--- src/rtl/ttt_game_ctrl.sv ---
// Tic-tac-toe controller: conditions three raw buttons and runs the game.
// Holds board, cursor and turn, and drives registered outputs to the VGA display stage.
module ttt_game_ctrl #(
    parameter int unsigned DEBOUNCE_CYCLES = 500000,
    parameter int unsigned CNT_W           = 19
) (
    input  logic        clk,
    input  logic        rst_n,
    input  logic        btn_next,
    input  logic        btn_place,
    input  logic        btn_restart,
    output logic [17:0] board,
    output logic [3:0]  cursor,
    output logic        turn,
    output logic        game_over,
    output logic [1:0]  winner
);

    localparam int unsigned NUM_BTN = 3;
    localparam int unsigned NUM_SQ  = 9;

    typedef enum logic [1:0] {
        PLAY  = 2'd0,
        CHECK = 2'd1,
        OVER  = 2'd2
    } state_t;

    state_t               state;
    logic [NUM_BTN-1:0]   raw;
    logic [NUM_BTN-1:0]   pulse;
    logic                 next_p;
    logic                 place_p;
    logic                 restart_p;

    assign raw       = {btn_restart, btn_place, btn_next};
    assign next_p    = pulse[0];
    assign place_p   = pulse[1];
    assign restart_p = pulse[2];

    // Per-button synchroniser, debouncer and rising-edge pulse.
    for (genvar b = 0; b < NUM_BTN; b++) begin : g_btn
        logic             sync1;
        logic             sync2;
        logic             level;
        logic             pls;
        logic [CNT_W-1:0] cnt;

        always_ff @(posedge clk or negedge rst_n) begin
            if (!rst_n) begin
                sync1 <= 1'b0;
                sync2 <= 1'b0;
                level <= 1'b0;
                pls   <= 1'b0;
                cnt   <= '0;
            end else begin
                sync1 <= raw[b];
                sync2 <= sync1;
                pls   <= 1'b0;
                if (sync2 == level) begin
                    cnt <= '0;
                end else if (cnt == CNT_W'(DEBOUNCE_CYCLES - 1)) begin
                    // Accepted on the DEBOUNCE_CYCLES-th consecutive differing cycle.
                    level <= sync2;
                    pls   <= sync2;
                    cnt   <= '0;
                end else begin
                    cnt <= cnt + CNT_W'(1);
                end
            end
        end

        assign pulse[b] = pls;
    end

    logic [1:0] sq [NUM_SQ];
    logic [NUM_SQ-1:0] occ;

    for (genvar g = 0; g < NUM_SQ; g++) begin : g_sq
        assign sq[g]  = board[2*g+1 : 2*g];
        assign occ[g] = |board[2*g+1 : 2*g];
    end

    function automatic logic line3(input logic [1:0] a, input logic [1:0] b,
                                   input logic [1:0] c);
        return (a != 2'b00) && (a == b) && (a == c);
    endfunction

    logic       win_c;
    logic       full_c;
    logic [1:0] cur_sq_c;

    always_comb begin
        win_c    = 1'b0;
        full_c   = &occ;
        cur_sq_c = sq[cursor];
        win_c    = line3(sq[0], sq[1], sq[2]) | line3(sq[3], sq[4], sq[5]) |
                   line3(sq[6], sq[7], sq[8]) | line3(sq[0], sq[3], sq[6]) |
                   line3(sq[1], sq[4], sq[7]) | line3(sq[2], sq[5], sq[8]) |
                   line3(sq[0], sq[4], sq[8]) | line3(sq[2], sq[4], sq[6]);
    end

    // Game FSM; restart wins over everything else arriving in the same cycle.
    always_ff @(posedge clk or negedge rst_n) begin
        if (!rst_n) begin
            state     <= PLAY;
            board     <= '0;
            cursor    <= '0;
            turn      <= 1'b0;
            game_over <= 1'b0;
            winner    <= 2'b00;
        end else if (restart_p) begin
            state     <= PLAY;
            board     <= '0;
            cursor    <= '0;
            turn      <= 1'b0;
            game_over <= 1'b0;
            winner    <= 2'b00;
        end else begin
            case (state)
                PLAY: begin
                    if (place_p) begin
                        if (cur_sq_c == 2'b00) begin
                            board[{cursor, 1'b0} +: 2] <= turn ? 2'b10 : 2'b01;
                            state <= CHECK;
                        end
                    end else if (next_p) begin
                        cursor <= (cursor == 4'd8) ? 4'd0 : cursor + 4'd1;
                    end
                end
                CHECK: begin
                    // A completed line outranks a full board.
                    if (win_c) begin
                        winner    <= turn ? 2'b10 : 2'b01;
                        game_over <= 1'b1;
                        state     <= OVER;
                    end else if (full_c) begin
                        winner    <= 2'b11;
                        game_over <= 1'b1;
                        state     <= OVER;
                    end else begin
                        turn  <= ~turn;
                        state <= PLAY;
                    end
                end
                OVER: begin
                    state <= OVER;
                end
                default: begin
                    state <= PLAY;
                end
            endcase
        end
    end

endmodule

--- config.mk ---
export PLATFORM = sky130hd
export DESIGN_NAME = ttt_game_ctrl
export DESIGN_NICKNAME = d
export VERILOG_FILES = /design/src/rtl/ttt_game_ctrl.sv
export SDC_FILE = /design/constraint.sdc
export NUM_CORES = 1
export LEC_CHECK = 0
export BUFFER_PORTS_ARGS = -buffer_cell sky130_fd_sc_hd__buf_2
export CAP_MARGIN = 20
export CORE_ASPECT_RATIO = 1.1
export CORE_MARGIN = 8
export CORE_UTILIZATION = 55
export DETAILED_ROUTE_END_ITERATION = 7
export GPL_ROUTABILITY_DRIVEN = 0
export PLACE_DENSITY = 0.76
export SLEW_MARGIN = 20
export SYNTH_ARGS = -nofsm -noshare
export SYNTH_HDL_FRONTEND = slang
export SYNTH_SLANG_ARGS = --single-unit
export TNS_END_PERCENT = 50
--- constraint.sdc ---
create_clock -name clk -period 2.45 [get_ports clk]
set_input_delay 0.1225 -clock clk [delete_from_list [all_inputs] [get_ports clk]]
set_output_delay 0.1225 -clock clk [all_outputs]
set_load 0.05 [all_outputs]
==> metrics.md <==
| Metric | Value |
|---|---|
| Mean number of vias per cell | about 5.9 |
| Number of hold violations in the final report | 0 |
| Non-filler instance count after layout | between 600 and 700 |
| Post-detail-place hpwl | 7740 µm |
| Vert. Die Dim | 117 µm |
| Number of global-route vias before repair | around 4100 |
| Period minus WS final | approximately 2300 ps |
| Total met2 wirelength after detailed routing | 5150 µm |
| Top library cells by usage in the layout, fill and taps aside | 96 x nor2_1, 95 x dfrtp_1, 38 x nand2_1, 30 x xor2_1 |
| Final global-route overflow total | 0 |
| Req. time, crit path | about 2700 ps |
| Depth of the CTS H-tree | 3 |
| Nets | ~590 |
| Wire length of the first global-routing pass | about 19000 µm |
| Number of buffers created by CTS | 9 |
| Number of port buffers | 30 |
| Final clock skew | about 12 ps |
| Area growth from synthesis to layout | 9.63% |
| Post-synth net total | 557 |
| Total standard cell area after synthesis | between 5000 and 6000 µm² |
| First drt pass iteration count | 5 |
| Iteration-0 DRC count of the detailed router | 213 |
| Total leakage power | approximately 0.0026 µW |
| Number of rows created at floorplan | 37 |
| Fillcell total | roughly 780 |
| Residual antenna-violating net count after detailed routing | 0 |
| Top-area cell type share of the netlist area | a little under half |
| Leading post-synthesis cells by cell area | dfrtp_1 48%, nor2_1 7.1%, xor2_1 5.2% |
| Max frequency | 0.435 GHz |
| Ports placed on the boundary | 31 |
| DRC | 0 |
| Commonest register cell after synthesis | dfrtp_1 |
| Relative slew slack | roughly three fifths |
| Initial standard-cell utilization of the core | a little under three fifths |
| Insertion delay to the later sink of the worst-skew pair | about 370 ps |
| Number of antenna violations at the first check in global routing | 0 |
| Dominant cell type by area after synthesis | dfrtp_1 |
| Worst-case clock buffer depth | 2 |
| Top Layer Used | met4 |
| Arrival @ worst endpoint | 2530 ps |
| Final setup violation count | 0 |
| TritonCTS clock tree | yes |
| Status | completed |
| Number of synthesized register bits | 97 |
| Commonest non-fill, non-tap cell in the layout | nor2_1 |
| Amount of wire on met3 after detailed routing | about 680 µm |
| Clock Root Buffer | clkbuf_8 |
| Pin count of the biggest net entering global routing | 52 |
| Netlist cell types | 54 |
| CTS sink count | 97 |
| Total number of vias | ~4100 |
| Fraction of the cycle the final worst path needs | a little over nine tenths |
| Horizontal die dimension | around 110 µm |
| Die outline area | between 10000 and 15000 µm² |
| Length of routed wiring on met1 | roughly 4800 µm |
| Peak supply drop | between 0.0003 and 0.0004 V |
| Yosys warnings | 0 |
| Number of max-cap violations | 0 |
| Placeable core region | ~9200 µm² |
| Average instance area after synthesis | just over 9 µm² |
| Max-slew violation count | 0 |
| Number of gates resized after cts | 0 |
| Worst hold path type | input port to async pin |
| Routed wire length | 11000 µm |
| Transition time of the tightest slew-check pin | roughly 600 ps |
| Overall fraction of global-route tracks in use | a little under a fifth |
| Startpoint class of the critical path | flop |
| Endpoint kind of the worst setup timing path | flop |
| Setup repair after global routing missed its margin | no |
| Layout cell share with drive strength beyond 1 | around an eighth |
| Number of flops mapped to enable cells by yosys | 0 |
| Antenna diode instance count | 0 |
| Post-CTS repair timing setup buffer count | 0 |
| Largest fanout on the critical path | 10 |
| Syn Inst Count | around 550 |
| Sum of negative setup slack | 0 ps |
| Pwr per Cell Area | 488 nW/µm² |
| Routed length per placed instance | between 15 and 20 µm |
| Clock slew at reported path FFs | ~90 ps |
| Proportion of synthesized chip area in sequential cells | approximately 48% |
| Critical path class | flop to flop |
| Fraction of registers with async set or reset after synthesis | 100% |
| # placed instances | 675 |
[worst max-delay path: stages (launching register included)]
cell     delay (ps)
dfrtp_1         510
or4b_1          540
o311a_1         180
a22oi_4         260
a31oi_4         160
or2_1           300
o32ai_1         220
[state kept, by name, indices dropped and copies added, names as in the netlist, 2 cells and up]
| signal | count |
|---|---|
| winner | 2 |
| cursor | 4 |
| g_btn.sync1 | 3 |
| g_btn.cnt | 57 |
| board | 18 |
| g_btn.sync2 | 3 |
| g_btn.level | 3 |
| state | 2 |
| g_btn.pls | 3 |
[what timing repair did]
item / CTS / global route
hold buffers: 4 / 0
endpoints found under the setup margin: 0 / 0
hold endpoints to repair: 49 / 0
[Yosys cell counts (all sizes together) (2+ instances only)]
cell type,instances
or4b,3
a31o,4
and3,22
a211oi,2
or2,4
o21ai,8
clkbuf,17
mux2i,6
a21oi,18
ha,7
nor2,96
xnor2,24
o22ai,9
nand2b,2
o32ai,4
inv,17
buf,8
nor3b,6
a22oi,3
nor4,9
nand2,38
dfrtp,97
and2,3
nor4b,2
nor2b,2
a2111oi,2
nand4bb,2
xor2,30
nor3,24
nand3,29
nand4b,5
and4,7
or4,2
nand4,11
or3,11
mux2,3
[where the power goes]
group	leakage, µW	internal, µW	switching [µW]
registers	0.00133	1620	14.2
clock network	0.0000933	471	547
logic	0.00115	23.6	53.9
[kinds of logic (layout without fill, tap and decap cells)]
kind of cell | Yosys count | in the layout | share of synthesized area (%)
buffers and inverters | 42 | 75 | 3.56
AO/OA/AOI/OAI | 55 | 55 | 7.79
flip-flops | 97 | 97 | 47.7
multiplexers | 9 | 9 | 1.84
AND/OR/NAND/NOR | 281 | 281 | 28.2
XOR/XNOR | 54 | 54 | 9.29
adder cells (fa/ha/maj) | 7 | 7 | 1.72
[layer usage]
metal	GRT usage, %	vias up
met5	0	-
met4	10.6	0
met3	4.05	32
met2	30.2	132
met1	22.8	1981
li1	-	1965
[layout make-up]
class	count	area (µm²)	share of cell area [%]
clock inverter	5	56.3	1.01
inverter	17	63.8	1.14
tap	117	146	2.62
multi-input combinational	406	2490	44.6
timing repair buffer	42	265	4.75
clock buffer	11	131	2.35
sequential	97	2430	43.6
[path summary, 6_finish.rpt]
kind                                          to  slack (ps)  depth (start not counted)            from
worst max-delay path                   board[17]         150                          6       board[12]
worst min-delay path            g_btn[1].cnt[17]         310                          2           rst_n
worst max register to register         board[17]         150                          6       board[12]
worst min register to register    g_btn[0].sync2         350                          0  g_btn[0].sync1
max in group asynchronous        g_btn[2].cnt[6]        1470                          3           rst_n
min in group clk                  g_btn[0].sync2         350                          0  g_btn[0].sync1
[through the flow]
step	util, %	hold WS, ps	setup WS [ps]	cell area, µm²	power (µW)
2_1_floorplan	-	-173	38.2	5110	1690
3_3_place_gp	58.4	163	228	5360	1740
3_5_place_dp	58.4	173	212	5360	1740
4_1_cts	60.9	321	195	5580	2760
5_1_grt	60.9	360	55.2	5580	2840
6_report	60.9	311	153	5580	2730
Note: power is estimated with default switching activity, not from simulation.
